[src/rtl/decode_hazard_controller.sv]
`timescale 1ns/1ps
// -----------------------------------------------------------------------------
// decode_hazard_controller
//
// Issue controller in front of the instruction-decode stage of the 20-bit
// pipeline. It keeps a per-register scoreboard of in-flight writes, holds off
// the fetch->decode handshake on read-after-write hazards, and issues
// registered register-file addresses plus the opcode to the execute stage.
//
// Optional feature macro: FORWARDING_EN
//   defined   : EX/MEM bypass exists; only the cycle straight after a load
//               stalls a dependent instruction.
//   undefined : full WB_LATENCY-cycle interlock on every in-flight write.
//
// Ports
//   clock           in   1   rising-edge clock
//   reset           in   1   asynchronous, active-low reset
//   in_valid        in   1   fetch presents a valid instruction
//   in_instruction  in   20  [19:16] opcode, [15:12] dest, [11:8] src1, [7:4] src2
//   in_ready        out  1   combinational: decode accepts in_instruction this cycle
//   flush           in   1   drop the presented instruction this cycle
//   issue_valid     out  1   registered: issue fields valid this cycle
//   issue_opcode    out  4   opcode of issued instruction
//   ReadAddressRF1  out  4   RF read port 1 address
//   ReadAddressRF2  out  4   RF read port 2 address
//   WriteAddress    out  4   destination register (0 when no destination)
//   issue_writes    out  1   issued instruction writes WriteAddress
//   stall_count     out  16  saturating count of stalled cycles since reset
//
// Handshake: an instruction transfers on a rising edge when in_valid and
// in_ready are both high and flush is low. in_ready never depends on in_valid.
// flush forces in_ready high so fetch can move on, but the presented
// instruction is discarded rather than issued.
// -----------------------------------------------------------------------------
module decode_hazard_controller #(
    parameter int unsigned WB_LATENCY   = 3,
    parameter logic [3:0]  LOAD_OPCODE  = 4'b1011,
    parameter logic [3:0]  STORE_OPCODE = 4'b1100,
    parameter logic [3:0]  NOP_OPCODE   = 4'b0000
) (
    input  logic        clock,
    input  logic        reset,
    input  logic        in_valid,
    input  logic [19:0] in_instruction,
    output logic        in_ready,
    input  logic        flush,
    output logic        issue_valid,
    output logic [3:0]  issue_opcode,
    output logic [3:0]  ReadAddressRF1,
    output logic [3:0]  ReadAddressRF2,
    output logic [3:0]  WriteAddress,
    output logic        issue_writes,
    output logic [15:0] stall_count
);

    localparam int                CNT_W    = $clog2(WB_LATENCY + 1);
    localparam logic [CNT_W-1:0]  CNT_LOAD = CNT_W'(WB_LATENCY);

    // ------------------------------------------------------------------
    // Field decode
    // ------------------------------------------------------------------
    logic [3:0] dec_opcode;
    logic [3:0] dec_src1;
    logic [3:0] dec_src2;
    logic [3:0] dec_dest;
    logic       dec_use_src1;
    logic       dec_use_src2;
    logic       dec_has_dest;

    always_comb begin
        dec_opcode   = in_instruction[19:16];
        dec_src1     = in_instruction[11:8];
        dec_src2     = in_instruction[7:4];
        dec_dest     = in_instruction[15:12];
        dec_use_src1 = 1'b1;
        dec_use_src2 = 1'b1;
        dec_has_dest = 1'b1;
        if (dec_opcode == NOP_OPCODE) begin
            dec_src1     = 4'd0;
            dec_src2     = 4'd0;
            dec_dest     = 4'd0;
            dec_use_src1 = 1'b0;
            dec_use_src2 = 1'b0;
            dec_has_dest = 1'b0;
        end else if (dec_opcode == STORE_OPCODE) begin
            // Stores read the data register from the dest field slot.
            dec_src1     = in_instruction[15:12];
            dec_src2     = in_instruction[11:8];
            dec_dest     = 4'd0;
            dec_has_dest = 1'b0;
        end
    end

    // Low nibble carries no register field for this block.
    logic unused_imm;
    assign unused_imm = ^in_instruction[3:0];

    // ------------------------------------------------------------------
    // Scoreboard: cycles until each register is readable, plus whether
    // the pending write comes from a load.
    // ------------------------------------------------------------------
    logic [CNT_W-1:0] sb_cnt [16];
    logic [15:0]      sb_load;
    logic [15:0]      busy;
    logic             hazard;
    logic             fire;

    always_comb begin
        busy = '0;
        for (int i = 0; i < 16; i++) begin
`ifdef FORWARDING_EN
            // Counter at its top value means the load issued last cycle;
            // its data is not yet on the bypass path.
            busy[i] = sb_load[i] && (sb_cnt[i] == CNT_LOAD);
`else
            busy[i] = (sb_cnt[i] != '0);
`endif
        end
    end

`ifndef FORWARDING_EN
    logic unused_load_flags;
    assign unused_load_flags = ^sb_load;
`endif

    assign hazard   = (dec_use_src1 && busy[dec_src1]) ||
                      (dec_use_src2 && busy[dec_src2]);
    assign in_ready = !hazard || flush;
    assign fire     = in_valid && in_ready && !flush;

    always_ff @(posedge clock or negedge reset) begin
        if (!reset) begin
            for (int i = 0; i < 16; i++) begin
                sb_cnt[i] <= '0;
            end
            sb_load <= '0;
        end else begin
            for (int i = 0; i < 16; i++) begin
                // A new write to the same register replaces the older one.
                if (fire && dec_has_dest && (dec_dest == 4'(i))) begin
                    sb_cnt[i]  <= CNT_LOAD;
                    sb_load[i] <= (dec_opcode == LOAD_OPCODE);
                end else if (sb_cnt[i] != '0) begin
                    sb_cnt[i] <= sb_cnt[i] - CNT_W'(1);
                end
            end
        end
    end

    // ------------------------------------------------------------------
    // Issue register: fields hold their last value when nothing issues.
    // ------------------------------------------------------------------
    always_ff @(posedge clock or negedge reset) begin
        if (!reset) begin
            issue_valid    <= 1'b0;
            issue_opcode   <= 4'd0;
            ReadAddressRF1 <= 4'd0;
            ReadAddressRF2 <= 4'd0;
            WriteAddress   <= 4'd0;
            issue_writes   <= 1'b0;
        end else begin
            issue_valid <= fire;
            if (fire) begin
                issue_opcode   <= dec_opcode;
                ReadAddressRF1 <= dec_src1;
                ReadAddressRF2 <= dec_src2;
                WriteAddress   <= dec_dest;
                issue_writes   <= dec_has_dest;
            end
        end
    end

    // ------------------------------------------------------------------
    // Stall statistics
    // ------------------------------------------------------------------
    always_ff @(posedge clock or negedge reset) begin
        if (!reset) begin
            stall_count <= 16'd0;
        end else if (in_valid && !in_ready && (stall_count != 16'hFFFF)) begin
            stall_count <= stall_count + 16'd1;
        end
    end

endmodule

[config.mk]
export PLATFORM = sky130hd
export DESIGN_NAME = decode_hazard_controller
export DESIGN_NICKNAME = d
export VERILOG_FILES = /design/src/rtl/decode_hazard_controller.sv
export SDC_FILE = /design/constraint.sdc
export NUM_CORES = 1
export LEC_CHECK = 0
export ABC_AREA = 0
export BUFFER_PORTS_ARGS = -buffer_cell sky130_fd_sc_hd__buf_2
export CELL_PAD_IN_SITES_DETAIL_PLACEMENT = 1
export CELL_PAD_IN_SITES_GLOBAL_PLACEMENT = 1
export CORE_MARGIN = 2
export CORE_UTILIZATION = 40
export CTS_CLUSTER_DIAMETER = 50
export DETAILED_ROUTE_END_ITERATION = 16
export PLACE_DENSITY = 0.85
export SLEW_MARGIN = 15
export SYNTH_ARGS = -nofsm -noshare
export SYNTH_HDL_FRONTEND = slang
export SYNTH_SLANG_ARGS = --single-unit
[constraint.sdc]
create_clock -name clock -period 2.4 [get_ports clock]
set_input_delay 0.12 -clock clock [delete_from_list [all_inputs] [get_ports clock]]
set_output_delay 0.12 -clock clock [all_outputs]
set_load 0.01 [all_outputs]
=== Yosys cells after proc, flatten, opt, wreduce, memory -nomap -nowiden ===
Index checks and enable logic that the tools add are counted.

* Register bits after elaboration: 66
* Bits in latches: 0
* Memory bits (writable): 0
* ROM bits: 0
* Input port bits: 24
* Output and inout port bits: 35
* Word-level logic and storage cells: 166
* Memories: 0

* Add/subtract/negate cells: 17
* Multipliers: 0
* Div/mod/pow operators: 0
* Order comparisons: 2
* Eq/ne operators: 17
* Shifts and indexed selects: 0
* Multiplexer cells: 45
* Bitwise operators: 0
* Reductions and logical operators: 62

{| class="wikitable"
|+ Operators with widths
! cell !! number
|-
| $mux W2 || 32
|-
| $reduce_bool A2 Y1 || 32
|-
| $eq A4 B4 Y1 const B || 9
|-
| $sub A2 B1 Y2 const B || 16
|-
| $mux W4 || 6
|-
| $logic_and A1 B1 Y1 || 23
|-
| $add A16 B1 Y16 const B || 1
|-
| $eq A4 B3 Y1 const B || 4
|-
| $ne A16 B16 Y1 const B || 1
|-
| $lt A4 B5 Y1 const B || 2
|-
| $bmux W1 S4 || 2
|-
| $eq A4 B2 Y1 const B || 2
|-
| $logic_not A4 Y1 || 2
|-
| $mux W1 || 5
|-
| $eq A4 B1 Y1 const B || 1
|-
| $logic_not A1 Y1 || 3
|-
| $logic_or A1 B1 Y1 || 2
|}

=== Longest topological paths before layout ===
* Depth in word-level cells: 14
* Gate-level depth with buffers: 12
* Gate-level depth less buffers: 9

=== Worst setup path after synthesis ===
Ideal clock, no wire load.

* Path kind: input-to-reg
* Start point: in in_instruction[13]
* End point: reg ReadAddressRF2[0]
* Setup time: 0.125 ns
* Arrival time: 2.424 ns
* Required time: 2.275 ns
* Path slack: -0.149 ns
* Cell stages on the path: 12
* Buffers on the path: 3
* Cells stage by stage: buf_2 > nor4bb_1 > o21ai_0 > and2_1 > a211o_1 > a211oi_1 > nor3_4 > a21oi_4 > or2_1 > buf_6 > buf_6 > mux2_4

* Longest elaborated chain between the ends: 10

{| class="wikitable"
|+ Ends and longest elaborated chain
! what !! line !! text
|-
| start: declaration || 44 || <nowiki>input logic [19:0] in_instruction,</nowiki>
|-
| $mux W4 || 85 || <nowiki>end else if (dec_opcode == STORE_OPCODE) begin</nowiki>
|-
| $mux W4 || 78 || <nowiki>if (dec_opcode == NOP_OPCODE) begin</nowiki>
|-
| $bmux W1 S4 || 126 || <nowiki>assign hazard = (dec_use_src1 && busy[dec_src1]) ||</nowiki>
|-
| $mux W1 (implied by the code) || 126 ||
|-
| $logic_and A1 B1 Y1 || 126 ||
|-
| $logic_or A1 B1 Y1 || 126 ||
|-
| $logic_not A1 Y1 || 128 || <nowiki>assign in_ready = !hazard || flush;</nowiki>
|-
| $logic_or A1 B1 Y1 || 128 ||
|-
| $logic_and A1 B1 Y1 (2 in a row) || 129 || <nowiki>assign fire = in_valid && in_ready && !flush;</nowiki>
|-
| end signal: assignment || 166 || <nowiki>ReadAddressRF2 <= dec_src2;</nowiki>
|-
| end: declaration || 50 || <nowiki>output logic [3:0] ReadAddressRF2,</nowiki>
|}

No other way between the ends. The select of a mux whose other input is x is not followed.
A chain may end at the register's enable or synchronous reset.

=== Final worst setup path ===
* Start point: reg sb_cnt[24] (netlist name)
* End point: reg sb_cnt[1] (netlist name)

* Longest elaborated chain between the ends: 12
* Elaborated cells between the ends (all ways): 16
* Those cells by class: mux (5); reduce/logical (11)

{| class="wikitable"
|+ Ends and longest elaborated chain
! what !! line !! text
|-
| start: declaration || 102 || <nowiki>logic [CNT_W-1:0] sb_cnt [16];</nowiki>
|-
| start signal: indexed assignment || 144 || <nowiki>sb_cnt[i] <= sb_cnt[i] - CNT_W'(1);</nowiki>
|-
| $reduce_bool A2 Y1 * || 116 || <nowiki>busy[i] = (sb_cnt[i] != '0);</nowiki>
|-
| $bmux W1 S4, on equally long branches || 126, 127 ||
|-
| $mux W1, on equally long branches || 126, 127 ||
|-
| $logic_and A1 B1 Y1, on equally long branches || 126, 127 ||
|-
| $logic_or A1 B1 Y1 * || 126 ||
|-
| $logic_not A1 Y1 * || 128 ||
|-
| $logic_or A1 B1 Y1 * || 128 ||
|-
| $logic_and A1 B1 Y1 * (2 in a row) || 129 ||
|-
| $logic_and A1 B1 Y1 * (2 in a row) || 140 || <nowiki>if (fire && dec_has_dest && (dec_dest == 4'(i))) begin</nowiki>
|-
| $mux W2 or $reduce_bool A2 Y1 (tied branches) || n/a ||
|}

Mark *: on every way between the ends. The rest lies on a longest branch, timed or not. The select of a mux whose other input is x is not followed.

==> metrics.md <==
| Metric | Value |
|---|---|
| H-tree levels | 3 |
| Hold Path Class | input port to flop |
| CP Max Fanout | 8 |
| Final total power | 7.920 mW |
| Synth Area per Inst | 10.08 sq um |
| Final Setup Violations | 67 |
| Hold Slack | 0.1399 ns |
| Number of remaining DRC errors | 0 |
| CP Cell Sequence | inv_2, ha_4, o21ai_0, and4b_1, nor4_2, mux2_4, a21oi_4, or2_4, buf_6, buf_8, o31ai_2 |
| Synth Net Count | 440 |
| Worst path top cell family by delay | simple AND/OR/NAND/NOR gates |
| Outcome | finished with violations |
| Worst Setup Start Kind | flop |
| Die Y | 104.3 um |
| Port Buf Inserts | 54 |
| Gate Count Post-Synth | 399 |
| Post-route worst setup slack | -0.4954 ns |
| Core Area | 9774 sq um |
| GP Congestion | around 0.9 |
| Distinct cells, synth | 61 |
| Top-area cell type share of the netlist area | 0.4107 |
| FMAX | 345.4 MHz |
| Number of global-route vias before repair | 4257 |
| Final hold vios | 0 |
| Final ANT Viol Nets | 0 |
| Peak supply drop | a little under 800 uV |
| Starting Density | 0.4114 |
| TritonCTS clock tree | done |
| Layout area overhead | 53.92% |
| Clock transition at the registers of the reported paths | 0.09 ns |
| Post-synth EDFFs | 0 |
| Rows | 36 |
| Failing checks | setup timing |
| Initial antenna violation count | 0 |
| CP Class | flop to flop |
| Largest net degree at the start of global routing | 35 |
| Leak | 2.813 nW |
| Worst path bufs/invs | 3 |
| Fin cells | 678 |
| Drt pass-1 iters | 5 |
| Crit path largest cell delay | ~0.50 ns |
| Diode count | 0 |
| Via/cell ratio | around 6.2 |
| Layout Skew | between 0.01 and 0.015 ns |
| Worst setup EP type | flop |
| Most frequent cells in the layout | buf_4, dfrtp_1, buf_2 |
| Clk root buf | clkbuf_8 |
| Yosys top cell by area | dfrtp_1 |
| Clock tree buffer depth | 2 |
| Slew HR | 0.4068 |
| Final min period | 2.895 ns |
| Max capacitance violation total | 0 |
| Remaining Overflow, GRT | 0 |
| Cell count after placement | 633 |
| CP arrival | 3.17 ns |
| Layout cells sized above 1 | 0.5670 |
| Clk sinks | 66 |
| Die Area | 10870 sq um |
| Most common cell after layout, fill and taps aside | buf_4 |
| Dominant synthesized flop cell | dfrtp_1 |
| DR iter-0 viols | 276 |
| Synth Warn # | 0 |
| Die Width | 104.3 um |
| First-pass GRT wire length | 23630 um |
| WL per Instance | 27.84 um |
| Fin nets | 581 |
| Least-Margin Pin Slew | 0.8898 ns |
| RSZ-0062 raised after global routing | true |
| Synth Cell Area | 4021 sq um |
| Place WS | -0.6003 ns |
| Top cells by area, synth | dfrtp_1, ha_1, o31ai_1 |
| Via count | 4201 |
| Gr usage total | 0.2802 |
| Fin. max-slew vios | 0 |
| IO Pins | 59 |
| CP required | 2.67 ns |
| Pwr dens | 1280 nW/um^2 |
| Period utilisation layout | 1.206 |
| Final WL | between 15000 and 20000 um |
| Latest clock arrival within the worst-skew pair | 0.39 ns |
| DP Wirelength | about 9000 um |
| Post-synth ARST share | 1.000 |
| Worst path slowest cell | nor4_2 |
| Clock buffer count from CTS | 9 |
| Register area share after synthesis | 0.4107 |
| FF+latch count, synth | 66 |
==> timing repair <==
action / 4_1_cts / 5_1_grt
cloned: 1 / 3
buffers inserted: 9 / 15
hold endpoints to repair: 32 / 0
setup endpoints to repair: 65 / 67
resized for setup: 82 / 115
hold buffers: 1 / 0
pin swaps: 23 / 37
==> area by class of cell <==
cell class	instances	area [sq um]
fill	1039	3585
multi-input combinational	283	2932
sequential	66	1652
timing repair buffer	146	1135
tap	133	166.4
inverter	34	127.6
clock buffer	9	123.9
clock inverter	7	53.80
==> per-layer routing <==
layer / track usage / wire (um)
met5: 0 / 0
met4: 0.1419 / 1517
met3: 0.06266 / 1124
met2: 0.5033 / 9613
met1: 0.3088 / 6618
==> flip-flops by register name, indices dropped and copies added (netlist names) <==
name            count
ReadAddressRF1      4
ReadAddressRF2      4
WriteAddress        4
issue_opcode        4
issue_valid         1
issue_writes        1
sb_cnt             32
stall_count        16
==> cells by family (layout without fill, tap and decap cells) <==
group	count (synthesis)	count (layout)	synth area share
fa+ha+maj	17	17	0.05289
mux	12	12	0.04200
flops	66	66	0.4107
buf+inv	50	196	0.05787
simple gates	108	108	0.1581
xor+xnor	30	30	0.06534
compound gates	116	116	0.2131
==> cells in the mapped netlist, types with 2 or more instances <==
cell and count:
a2111oi_0 2, a21boi_0 2, a21boi_2 2, a21oi_1 17
a22o_1 4, a32oi_1 5, and2_1 8, and3_1 13
and4_1 3, and4b_1 4, and4bb_1 2, buf_1 3
buf_2 5, buf_4 2, buf_6 4, dfrtp_1 66
ha_1 17, inv_1 33, mux2_2 3, mux2_4 9
nand2_1 11, nand2b_1 5, nand3_1 20, nand4_1 5
nor2_1 19, nor2b_1 4, nor4_1 2, o21a_1 2
o21ai_0 32, o21ai_1 3, o21ai_2 3, o2bb2ai_1 3
o31ai_1 24, o41ai_2 6, or2_1 2, xnor2_1 14
xor2_1 16
==> final timing paths <==
kind                       slack, ns               to          startpoint  cells after the start
min in group asynchronous       0.39   stall_count[0]               reset                      2
setup reg to reg               -0.50        sb_cnt[1]          sb_cnt[24]                     11
max in group asynchronous       1.33       sb_cnt[15]               reset                      3
setup / recovery               -0.50        sb_cnt[1]          sb_cnt[24]                     11
hold / removal                  0.14  issue_opcode[3]  in_instruction[19]                      3
hold reg to reg                 0.49   stall_count[8]      stall_count[8]                      1
==> tightest hold or removal path: stages <==
cell and delay (ns):
buf_2 0.13, buf_4 0.11, mux2_4 0.14
==> where the power goes <==
| group | switching [mW] | total (mW) | internal, mW |
|---|---|---|---|
| sequential | 0.411 | 2.02 | 1.61 |
| clock | 0.542 | 0.925 | 0.383 |
| combinational | 2.53 | 4.97 | 2.44 |
| total | 3.49 | 7.92 | 4.43 |
==> stage by stage <==
step	cell area [sq um]	util	TNS, ns
final	6190	0.6333	-22.37
after global routing	6190	0.6333	-27.52
after CTS	5520	0.5648	-0.3165
after detailed placement	4888	0.5001	-35.80
after global placement	4888	0.5001	-30.67
after floorplan	4050	-	-0.6503
Power figures use the tool's default switching activity.
